$ cat src/rtl/npc_fetch_ctrl.sv
// Next-PC generator and instruction-fetch controller: fetches at PC over req/ack,
// hands the instruction to decode over valid/ready, and steers the pc register via NPC.
module npc_fetch_ctrl #(
  parameter int               ADDR_W   = 32,
  parameter int               DATA_W   = 32,
  parameter logic [ADDR_W-1:0] RESET_PC = '0
) (
  input  logic              i_clk,
  input  logic              i_rst_n,
  input  logic [ADDR_W-1:0] i_pc,
  output logic [ADDR_W-1:0] o_npc,
  output logic              o_imem_req,
  output logic [ADDR_W-1:0] o_imem_addr,
  input  logic              i_imem_ack,
  input  logic [DATA_W-1:0] i_imem_data,
  output logic [DATA_W-1:0] o_instr,
  output logic [ADDR_W-1:0] o_instr_pc,
  output logic              o_instr_valid,
  input  logic              i_instr_ready,
  input  logic              i_redirect,
  input  logic [ADDR_W-1:0] i_redirect_pc,
  output logic              o_align_err
);

  typedef enum logic [1:0] {S_IDLE, S_FETCH, S_HOLD} state_t;

  state_t            r_state, w_next;
  logic [ADDR_W-1:0] r_addr;
  logic [DATA_W-1:0] r_instr;
  logic [ADDR_W-1:0] r_instr_pc;
  logic              r_align_err;
  logic              r_pend;
  logic [ADDR_W-1:0] r_pend_pc;

  logic [ADDR_W-1:0] w_tgt;
  logic [ADDR_W-1:0] w_npc;
  logic              w_take;
  logic              w_ld_addr;
  logic              w_pend_set;
  logic              w_pend_clr;

  assign w_tgt = {i_redirect_pc[ADDR_W-1:2], 2'b00};

  always_comb begin
    w_next     = r_state;
    w_npc      = i_pc;
    w_take     = 1'b0;
    w_pend_set = 1'b0;
    w_pend_clr = 1'b0;
    case (r_state)
      S_IDLE: begin
        if (i_redirect) w_npc = w_tgt;
        w_next = S_FETCH;
      end
      S_FETCH: begin
        if (i_imem_ack) begin
          // A redirect seen now or earlier in this fetch makes the returned data stale.
          if (i_redirect) begin
            w_npc      = w_tgt;
            w_pend_clr = 1'b1;
          end else if (r_pend) begin
            w_npc      = r_pend_pc;
            w_pend_clr = 1'b1;
          end else begin
            w_npc  = i_pc + ADDR_W'(4);
            w_take = 1'b1;
            w_next = S_HOLD;
          end
        end else if (i_redirect) begin
          w_pend_set = 1'b1;
        end
      end
      S_HOLD: begin
        if (i_redirect) begin
          w_npc  = w_tgt;
          w_next = S_FETCH;
        end else if (i_instr_ready) begin
          w_next = S_FETCH;
        end
      end
      default: w_next = S_IDLE;
    endcase
  end

  // New request address is the PC the pc register will hold next cycle; an
  // unacknowledged request keeps its address.
  assign w_ld_addr = (w_next == S_FETCH) && !((r_state == S_FETCH) && !i_imem_ack);

  always_ff @(posedge i_clk or negedge i_rst_n) begin
    if (!i_rst_n) begin
      r_state     <= S_IDLE;
      r_addr      <= '0;
      r_instr     <= '0;
      r_instr_pc  <= '0;
      r_align_err <= 1'b0;
      r_pend      <= 1'b0;
      r_pend_pc   <= '0;
    end else begin
      r_state     <= w_next;
      r_align_err <= i_redirect && (i_redirect_pc[1:0] != 2'b00);
      if (w_ld_addr) r_addr <= w_npc;
      if (w_take) begin
        r_instr    <= i_imem_data;
        r_instr_pc <= r_addr;
      end
      if (w_pend_set) begin
        r_pend    <= 1'b1;
        r_pend_pc <= w_tgt;
      end else if (w_pend_clr) begin
        r_pend    <= 1'b0;
      end
    end
  end

  assign o_npc         = i_rst_n ? w_npc : RESET_PC;
  assign o_imem_req    = (r_state == S_FETCH);
  assign o_imem_addr   = r_addr;
  assign o_instr       = r_instr;
  assign o_instr_pc    = r_instr_pc;
  assign o_instr_valid = (r_state == S_HOLD);
  assign o_align_err   = r_align_err;

endmodule
$ cat config.mk
export PLATFORM = sky130hd
export DESIGN_NAME = npc_fetch_ctrl
export DESIGN_NICKNAME = d
export VERILOG_FILES = /design/src/rtl/npc_fetch_ctrl.sv
export SDC_FILE = /design/constraint.sdc
export NUM_CORES = 1
export LEC_CHECK = 0
export CAP_MARGIN = 0
export CORE_MARGIN = 10
export CORE_UTILIZATION = 42
export DETAILED_ROUTE_END_ITERATION = 16
export PLACE_DENSITY = 0.78
export SLEW_MARGIN = 25
export SYNTH_ARGS = -nofsm -noshare
export SYNTH_HDL_FRONTEND = slang
export SYNTH_SLANG_ARGS = --single-unit
$ cat constraint.sdc
create_clock -name i_clk -period 1.8 [get_ports i_clk]
set_input_delay 0.18 -clock i_clk [delete_from_list [all_inputs] [get_ports i_clk]]
set_output_delay 0.18 -clock i_clk [all_outputs]
set_load 0.01 [all_outputs]
==> impl_metrics.csv <==
group,metric,value,unit
cts,path_clk_slew,70,ps
cts,htreeDepth,4,
placement,io_buffers,231,
logic_synthesis,ys_ff_latch,130,
cts,cts_made_buffers,17,
floorplan,dieWidth,148,µm
logic_synthesis,yosys-top-cells-count,"nand2_1, dfrtp_1, nor2_1",
timing,rsz0062_at_grt,"yes",
setup_path,rr_endpoint,"o_imem_addr[5]",
power,p_seq_frac,0.279,
setup_path,crit_path_end_kind,"output pin",
logic_synthesis,syn_nets,912,
floorplan,die_h,148,µm
timing,hold_viol,0,
setup_path,ff2ff_path_depth,15,
logic_synthesis,synth_top_family_by_area,"simple AND/OR/NAND/NOR gates",
power,p_comb_frac,0.539,
timing,slew_headroom,0.617,
global_route,grt_usage,0.304,
logic_synthesis,synth_simple_gate_area_frac,0.240,
logic_synthesis,yosys.area_share.adder,0.00182,
layout,syn_to_final_growth,106,%
logic_synthesis,synth_cells,810,
cts,worstSkewPairLatency,440,ps
timing,finalSetupTns,-50310,ps
setup_path,reg2reg_from,"r_pend",
setup_path,worstPathArrival,2630,ps
logic_synthesis,seq_area_frac_synth,0.472,
floorplan,num_rows,46,
logic_synthesis,synth_compound_area_frac,0.148,
power,power,19.8,mW
floorplan,core,0.0160,mm²
layout,design_area,0.0142,mm²
timing,final-max-slew-violation-count,0,
timing,tightest_slew,573,ps
setup_path,critPathLaunchType,"flop",
cts,cts_sinks,130,
logic_synthesis,yosysTopAreaCellShare,0.472,
placement,placedCellCount,1369,
global_route,grt_max_degree,65,
global_route,grt_pass1_vias,8851,
floorplan,ios,232,
timing,fin_skew,13.3,ps
power,p_leak,6.36,nW
timing,setup_ws,-1010,ps
power,peakVddDrop,1140,µV
power,power_density,1400,mW/mm²
timing,timing.final.crit_share,1.56,
min_path,whs_endpoint,"o_instr[1]",
power,p_sw_frac,0.397,
power,p_int,12.0,mW
min_path,min_path_cells,3,
setup_path,reg2reg_slack,-540,ps
drt,wl_per_cell,28.3,µm
global_route,grt_overflow,0,
drt,num_vias,9685,
placement,dpl-instance-area,0.0106,mm²
logic_synthesis,synth.distinct_cells,55,
setup_path,crit_required,1620,ps
logic_synthesis,yosys_warnings,0,
placement,dp_hpwl,21600,µm
min_path,worst_hold_startpoint,"i_imem_data[1]",
logic_synthesis,synth_ff_type,"dfrtp_1",
layout,final_core_util,0.887,
logic_synthesis,yosysTopAreaCell,"dfrtp_1",
timing,fin_crit,2810,ps
logic_synthesis,synth_edf_count,0,
outcome,violations,"negative setup slack",
cts,clock_path_buffers,2,
drt,drc,0,
layout,layout-drive-gt1-share,0.495,
power,power_frac_clock,0.182,
floorplan,die_area,0.0219,mm²
min_path,hp-class,"primary input to flop",
drt,drtPass1Iterations,6,
drt,antenna_left,0,
drt,routed_wl,43300,µm
logic_synthesis,synth.area.mux_share,0.0850,
layout,fin_nets,1401,
global_route,antenna_found_initial,0,
floorplan,start_util,0.430,
run,max_cap_viol_count,0,
timing,fmax,356,MHz
logic_synthesis,async_reset_ff_frac,1.00,
power,switchingPower,7.87,mW
logic_synthesis,synthXorXnorAreaFrac,0.0178,
logic_synthesis,syn-cell-area,0.00689,mm²
outcome,status,"finished, violations left",
timing,fin_worst_hold_slack,269,ps
drt,drt_iter0_drc,1287,
drt,viasPerCell,6.34,
layout,antenna_cells,0,
logic_synthesis,synth_area_leaders,"dfrtp_1, nand2_1, mux2_2",
setup_path,worst-setup-path-type,"flop to output pin",
placement,place.gp.congestion,0.954,
global_route,grt_pass1_wl,52200,µm
timing,setup_viol,158,
setup_path,worstPathMaxFanout,3,
logic_synthesis,syn_area_per_cell,8.50,µm²
logic_synthesis,synth_most_common_cell,"nand2_1",
cts,root_buffer,"clkbuf_16",
placement,post-place-ws,-1310,ps
layout,instances_no_fill,1528,
cts,cts_tree,"built",
==> metal layers <==
layer / vias to the layer above / track usage / share of wire
li1: 3813 / - / -
met1: 4661 / 0.363 / 0.34
met2: 899 / 0.509 / 0.46
met3: 312 / 0.0879 / 0.12
met4: 0 / 0.115 / 0.082
met5: - / 0 / 0
==> state kept, by name (all words and copies together) (netlist names) <==
name         cells
r_state          2
o_instr         32
r_pend           1
o_imem_addr     32
o_align_err      1
r_pend_pc       30
o_instr_pc      32
==> power groups by stage <==
stage          clock [mW]  combinational, mW  sequential, mW
2_1_floorplan           0               2.26            5.40
3_3_place_gp            0               7.00            5.00
3_5_place_dp            0               7.14            5.06
4_1_cts              3.53               8.67            5.07
5_1_grt              3.73               11.1            5.63
6_report             3.60               10.7            5.54
==> worst max-delay path by stage <==
stage / startpoint / endpoint / slack, ps / depth (start not counted)
4_1_cts: r_state[0] / o_npc[26] / -690 / 11
5_1_grt: r_state[0] / o_npc[26] / -1070 / 11
6_report: r_state[0] / o_npc[26] / -1010 / 11
3_3_place_gp: i_pc[2] / o_npc[26] / -1320 / 9
3_5_place_dp: i_pc[3] / o_npc[26] / -1310 / 9
2_1_floorplan: i_pc[2] / o_npc[26] / -230 / 8
==> worst max-delay path, stage by stage (launching register included) <==
cell	delay (ps)
dfrtp_1	410
buf_6	140
nand2b_4	70
inv_4	40
and2_4	160
buf_6	120
buf_6	110
a222oi_1	430
buf_4	210
o21a_1	290
nor2_2	60
buf_2	150
==> timing repair <==
item                       CTS  global route
setup endpoints to repair  122           130
gates cloned                11             9
hold endpoints to repair    48             0
hold buffers                 2             0
setup buffers               97            39
pin swaps                   60           132
resized for setup          384           259
==> cells in the final DEF, fill, tap and decap left out, types with 6 or more instances in the layout <==
cell type,netlist,layout
buf_4,0,195
nand2_1,263,176
clkdlybuf4s50_1,0,175
dfrtp_1,130,130
buf_6,0,65
nand2_2,0,50
mux2_2,36,36
nand2_4,0,34
a21oi_2,0,31
buf_2,7,26
nor2_1,51,23
clkbuf_16,0,23
nor2_4,0,20
buf_12,0,19
o21ai_2,1,17
mux2i_1,18,16
o22ai_1,24,16
a21oi_1,47,11
dlygate4sd2_1,0,11
xor2_1,10,10
nand3_1,15,9
buf_16,0,9
nor3_2,0,8
nor2_2,0,8
buf_8,0,8
o21ai_1,0,7
o21a_1,7,6
inv_1,7,6
nand4_1,6,6
a222oi_1,6,6
==> area by class of cell <==
class | instances | area (µm²)
Clock buffer | 19 | 443
Clock inverter | 13 | 149
Fill cell | 644 | 1810
Inverter | 10 | 42.5
Multi-Input combinational cell | 617 | 4820
Sequential cell | 130 | 3250
Tap cell | 216 | 270
Timing Repair Buffer | 523 | 5210
==> logic make-up after synthesis <==
group / count (synthesis)
and+or+nand+nor: 388
AOI/OAI and AO/OA: 160
muxes: 54
DFF: 130
adders and majority gates: 1
buffers and inverters: 63
xor gates and xnor gates: 14
(Power assumes the default switching activity.)
